## src/rtl/fir_out_pkg.sv

```systemverilog
// fir_out_pkg: shared defaults, level-width helper and round/saturate function for the FIR output stage
package fir_out_pkg;
  localparam int DEF_IN_W = 16;
  localparam int DEF_OUT_W = 8;
  localparam int DEF_SHIFT = 8;
  typedef struct packed {
    logic        sat;
    logic [31:0] data;
  } rs_t;
  function automatic int lvl_w(input int depth);
    return $clog2(depth) + 1;
  endfunction
  // One extra bit on the sum keeps the rounding carry out of the top word
  function automatic rs_t round_sat(input logic [31:0] y, input int shift, input int out_w);
    rs_t o;
    logic [32:0] s;
    logic [32:0] r;
    logic [32:0] mx;
    s = {1'b0, y} + (33'd1 << (shift - 1));
    r = s >> shift;
    mx = (33'd1 << out_w) - 33'd1;
    o.sat = r > mx;
    o.data = o.sat ? mx[31:0] : r[31:0];
    return o;
  endfunction
endpackage

```

## src/rtl/fir_out_if.sv

```systemverilog
// fir_out_if: valid/ready sample stream from the output stage to the sink
interface fir_out_if import fir_out_pkg::*; #(
  parameter int OUT_W = DEF_OUT_W
);
  logic [OUT_W-1:0] m_data;
  logic             m_valid;
  logic             m_ready;
  modport master(output m_data, m_valid, input m_ready);
  modport slave(input m_data, m_valid, output m_ready);
endinterface

```

## src/rtl/fir_out_fifo.sv

```systemverilog
// fir_out_fifo: show-ahead FIFO with occupancy tracking; head is masked to zero while empty
module fir_out_fifo import fir_out_pkg::*; #(
  parameter int WIDTH = 8,
  parameter int DEPTH = 4
) (
  input  logic                      clk,
  input  logic                      rst,
  input  logic                      i_push,
  input  logic                      i_pop,
  input  logic [WIDTH-1:0]          i_din,
  output logic [WIDTH-1:0]          o_dout,
  output logic                      o_full,
  output logic                      o_empty,
  output logic [lvl_w(DEPTH)-1:0]   o_level
);
  localparam int AW = $clog2(DEPTH);
  localparam int LW = lvl_w(DEPTH);
  logic [WIDTH-1:0] r_mem [DEPTH];
  logic [AW-1:0]    r_wp;
  logic [AW-1:0]    r_rp;
  logic [LW-1:0]    r_lvl;
  logic             w_wr;
  logic             w_rd;
  assign o_full  = r_lvl == LW'(DEPTH);
  assign o_empty = r_lvl == '0;
  // A push into a full FIFO is accepted only when the head leaves in the same cycle
  assign w_wr    = i_push && (!o_full || i_pop);
  assign w_rd    = i_pop && !o_empty;
  assign o_dout  = o_empty ? '0 : r_mem[r_rp];
  assign o_level = r_lvl;
  always_ff @(posedge clk) begin
    if (rst) begin
      r_wp  <= '0;
      r_rp  <= '0;
      r_lvl <= '0;
    end else begin
      r_wp  <= r_wp + AW'(w_wr);
      r_rp  <= r_rp + AW'(w_rd);
      r_lvl <= r_lvl + LW'(w_wr) - LW'(w_rd);
    end
  end
  always_ff @(posedge clk)
    if (w_wr) r_mem[r_wp] <= i_din;
endmodule

```

## src/rtl/fir_out_stage.sv

```systemverilog
// fir_out_stage: aligns, rounds/saturates and buffers FIR output words behind a valid/ready port
module fir_out_stage import fir_out_pkg::*; #(
  parameter int IN_W  = DEF_IN_W,
  parameter int OUT_W = DEF_OUT_W,
  parameter int SHIFT = DEF_SHIFT,
  parameter int LAT   = 1,
  parameter int DEPTH = 4
) (
  input  logic                    clk,
  input  logic                    rst,
  input  logic                    x_valid,
  input  logic [IN_W-1:0]         yin,
  input  logic                    clr_stats,
  fir_out_if.master               m,
  output logic                    overflow,
  output logic [7:0]              sat_count,
  output logic [lvl_w(DEPTH)-1:0] level
);
  logic [LAT-1:0]   r_dl;
  logic [OUT_W-1:0] r_rs_data;
  logic             r_rs_valid;
  logic             r_rs_sat;
  rs_t              w_rs;
  logic             w_pop;
  logic             w_full;
  logic             w_empty;
  assign w_rs      = round_sat(32'(yin), SHIFT, OUT_W);
  assign w_pop     = m.m_valid && m.m_ready;
  assign m.m_valid = !w_empty;
  // The oldest delay-line bit marks the cycle in which yin belongs to a real sample
  always_ff @(posedge clk) begin
    if (rst) begin
      r_dl       <= '0;
      r_rs_valid <= 1'b0;
      r_rs_sat   <= 1'b0;
      r_rs_data  <= '0;
    end else begin
      r_dl       <= LAT'({r_dl, x_valid});
      r_rs_valid <= r_dl[LAT-1];
      r_rs_sat   <= r_dl[LAT-1] && w_rs.sat;
      r_rs_data  <= OUT_W'(w_rs.data);
    end
  end
  always_ff @(posedge clk) begin
    if (rst || clr_stats) begin
      overflow  <= 1'b0;
      sat_count <= '0;
    end else begin
      overflow  <= overflow | (r_rs_valid && w_full && !w_pop);
      sat_count <= sat_count + 8'(r_rs_valid && r_rs_sat && sat_count != 8'hFF);
    end
  end
  fir_out_fifo #(.WIDTH(OUT_W), .DEPTH(DEPTH)) u_fifo (
    .clk     (clk),
    .rst     (rst),
    .i_push  (r_rs_valid),
    .i_pop   (w_pop),
    .i_din   (r_rs_data),
    .o_dout  (m.m_data),
    .o_full  (w_full),
    .o_empty (w_empty),
    .o_level (level)
  );
endmodule

```

## src/flat_wrapper.sv

```systemverilog
// flat-port wrapper written by rule: the top's interface ports become plain ports
module fir_out_stage_flat import fir_out_pkg::*;
#(
  parameter int IN_W  = DEF_IN_W,
  parameter int OUT_W = DEF_OUT_W,
  parameter int SHIFT = DEF_SHIFT,
  parameter int LAT   = 1,
  parameter int DEPTH = 4
)
  (clk, rst, x_valid, yin, clr_stats, overflow, sat_count, level, m_m_data, m_m_valid, m_m_ready);
  fir_out_if #(.OUT_W(OUT_W)) m_i ();
  input  logic clk;
  input  logic rst;
  input  logic x_valid;
  input  logic [IN_W-1:0] yin;
  input  logic clr_stats;
  output logic overflow;
  output logic [7:0] sat_count;
  output logic [lvl_w(DEPTH)-1:0] level;
  output wire logic [$bits(m_i.m_data)-1:0] m_m_data;
  output wire logic [$bits(m_i.m_valid)-1:0] m_m_valid;
  input wire logic [$bits(m_i.m_ready)-1:0] m_m_ready;
  assign m_m_data = m_i.m_data;
  assign m_m_valid = m_i.m_valid;
  assign m_i.m_ready = m_m_ready;
  fir_out_stage #(.IN_W(IN_W), .OUT_W(OUT_W), .SHIFT(SHIFT), .LAT(LAT), .DEPTH(DEPTH)) u_core (.clk(clk), .rst(rst), .x_valid(x_valid), .yin(yin), .clr_stats(clr_stats), .m(m_i), .overflow(overflow), .sat_count(sat_count), .level(level));
endmodule
```

## config.mk

```make
export PLATFORM = sky130hd
export DESIGN_NAME = fir_out_stage_flat
export DESIGN_NICKNAME = d
export VERILOG_FILES = /design/src/rtl/fir_out_pkg.sv /design/src/rtl/fir_out_if.sv /design/src/rtl/fir_out_fifo.sv /design/src/rtl/fir_out_stage.sv /design/src/flat_wrapper.sv
export SDC_FILE = /design/constraint.sdc
export NUM_CORES = 1
export LEC_CHECK = 0
export BUFFER_PORTS_ARGS = -buffer_cell sky130_fd_sc_hd__buf_2
export CAP_MARGIN = 0
export CORE_AREA = 10 10 89 91
export CTS_CLUSTER_DIAMETER = 100
export DETAILED_ROUTE_END_ITERATION = 12
export DIE_AREA = 0 0 99 101
export GPL_TIMING_DRIVEN = 1
export MAX_ROUTING_LAYER = met4
export SLEW_MARGIN = 20
export SYNTH_ARGS = -nofsm -noshare
export SYNTH_HDL_FRONTEND = slang
export SYNTH_SLANG_ARGS = --single-unit
export TNS_END_PERCENT = 20
```

## constraint.sdc

```tcl
create_clock -name clk -period 2.9 [get_ports clk]
set_input_delay 0.58 -clock clk [delete_from_list [all_inputs] [get_ports clk]]
set_output_delay 0.58 -clock clk [all_outputs]
set_load 0.05 [all_outputs]
```

==> impl_metrics.ini <==
[clock_tree]
hold_buffers = 0
cts_setup_buffers = 0
ctsResizeCount = 0
cts-root-buf = clkbuf_8
clockBufferDepth = 2
cts.clk_slew.worst_paths_ns = 0.07
cts_max_level = 3
clock_sinks = 59
cts_tree = built
numCtsBuffers = 9
clk_latency_ns = 0.33

[synth]
synth_seq_cells = 59
yosysWarnings = 0
synth_compound_area_share_pct = 5.48
synth_ff_type = edfxtp_1
synth_fa_ha_area_share_pct = 4.44
syn_inst = 179
synth_area_sq_mm = 0.00242
ys_seq_area_share_pct = 62.0
syn-num-nets = 208
muxShareOfSynthArea_pct = 7.44
synth_edf_count = 32
async_reset_ff_share_pct = 0
ys_types = 37
synth_top_family_by_area = simple AND/OR/NAND/NOR gates
synth-simple-area-share_pct = 14.9
synth_xor_area_share_pct = 3.26
syn_area_per_cell_sq_um = 13.5

[power_and_ir_drop]
powerDensity_mw_per_mm2 = 817
power_mw = 2.36
p_leak_nw = 1.12
ir_drop_mv = 0.332

[sta]
timing.fmax_mhz = 393
skew_ns = 0.0138
worstMarginPinSlew_ns = 0.596
drv_slew = 0
hold_viol_final = 0
slew_headroom_pct = 60.2
final-setup-viol-count = 0
rsz0062_at_grt = false
layout_min_cycle_time_ns = 2.55
period_share_pct = 87.8
finalSetupTns_ns = 0

[final_layout]
layout_commonest_cell = buf_2
fill_cells = 555
drive_gt1_share_pct = 29.1
synthToLayoutAreaGrowth_pct = 19.1
final_nets = 251
postLayoutCellArea_sq_mm = 0.00288
layout_common_cells = buf_2, edfxtp_1, dfxtp_1, nor2b_1, clkbuf_8
antenna_cells = 0

[place]
placed_area_sq_mm = 0.00269
place_hpwl_um = 3000
port_buffers = 34
gp_congestion = 0.845

[route]
wl_um = 4210
post_drt_wl_per_cell_um = 13.8
postRouteAntennaNets = 0
drtIter0Drc = 34
vias = 1460
detailedRoute.firstPassIterationCount = 4
drc_errors = 0
via_per_inst = 4.80

[die]
ios = 42
start_util_pct = 39.0
die_w_um = 99
die_height_um = 101
fp.coreArea_sq_mm = 0.00620
die_area_sq_mm = 0.0100
rows = 29

[grt]
antenna_found_initial = 0
grt_pass1_vias = 1422
grt_pass1_wl_um = 6960
track_usage_pct = 9.11
grt_max_degree = 20
overflow = 0

[min_path]
holdCritPathClass = reg2reg
hold_depth = 0

[critical_path]
worstPathMaxFanout = 9
worst_r2r_path_depth = 10
slowest_delay_ns = 0.70
critPathKind = reg2out
slowest_stage = dfxtp_1
worstPathBufferInverterCount = 1
path_depth = 3
cp-end-kind = primary output
cp_data_arrival_time_ns = 1.97
path_delay_family = flip-flops
required_ns = 2.32
cp_cell_sequence = mux4_2 > nor2b_1 > buf_2
start_kind = flop

[status]
status = finished clean

[flow_run]
maxCapViolCount = 0
## final timing paths
path                            startpoint                   endpoint  slack [ns]
setup / recovery     u_core.u_fifo.r_rp[0]                m_m_data[7]        0.35
hold / removal         u_core.r_rs_data[4]  u_core.u_fifo.r_mem[0][4]        0.46
setup reg to reg  u_core.u_fifo.o_level[2]   u_core.u_fifo.o_level[2]        0.78
hold reg to reg        u_core.r_rs_data[4]  u_core.u_fifo.r_mem[0][4]        0.46
## where the power goes
part / switching [mW] / internal [mW] / total [mW]
sequential: 0.0711 / 0.923 / 0.994
clock: 0.308 / 0.415 / 0.723
combinational: 0.408 / 0.230 / 0.638
total: 0.787 / 1.57 / 2.36
## per-stage QoR
stage          cells  util (%)  setup slack, ns  hold WS, ns
2_1_floorplan    179         -            0.484        0.438
4_1_cts          304      46.5            0.286        0.446
3_5_place_dp     288      43.3            0.517        0.452
3_3_place_gp     288      43.3            0.534        0.448
6_report         304      46.5            0.354        0.460
5_1_grt          304      46.5            0.231        0.464
## Yosys cell counts, types with 4 or more instances
| library cell | instances | area, sq um |
|---|---|---|
| a21oi_1 | 9 | 45.0 |
| and3_1 | 4 | 25.0 |
| dfxtp_1 | 27 | 541 |
| edfxtp_1 | 32 | 961 |
| ha_1 | 7 | 87.6 |
| inv_1 | 8 | 30.0 |
| mux4_2 | 8 | 180 |
| nand2_1 | 4 | 15.0 |
| nand3_1 | 8 | 40.0 |
| nor2_1 | 8 | 30.0 |
| nor2b_1 | 17 | 106 |
| xnor2_1 | 6 | 52.6 |
## flip-flops by register name, indices dropped and copies added, names as in the netlist, 2 cells and up
register	cells
u_core.r_rs_data	8
u_core.u_fifo.r_rp	2
u_core.u_fifo.o_level	3
u_core.u_fifo.r_mem	32
u_core.sat_count	8
u_core.u_fifo.r_wp	2
## logic make-up (layout without fill, tap and decap cells)
kind of cell	after synthesis	in the layout
AND/OR/NAND/NOR	60	60
flip-flops	59	59
adder cells (fa/ha/maj)	8	8
AO/OA/AOI/OAI	21	21
buffers and inverters	14	62
XOR/XNOR	9	9
multiplexers	8	8
## metal layers
layer | part of all wire, % | GRT usage, % | routed length [um]
met5 | 0 | - | 0
met2 | 47 | 13.8 | 1960
met4 | 1.1 | 5.29 | 46
met3 | 6.0 | 3.77 | 254
met1 | 46 | 9.91 | 1940
## final cells by class
class | count | area, sq um | area share (%)
flip-flops and latches | 59 | 1500 | 52.1
multi-input cells | 106 | 860 | 29.8
repair buffers | 38 | 200 | 6.94
clock buffers | 11 | 141 | 4.90
well taps | 77 | 96.3 | 3.34
clock inverters | 5 | 53.8 | 1.87
inverters | 8 | 30.0 | 1.04
Power figures use the tool's default switching activity.
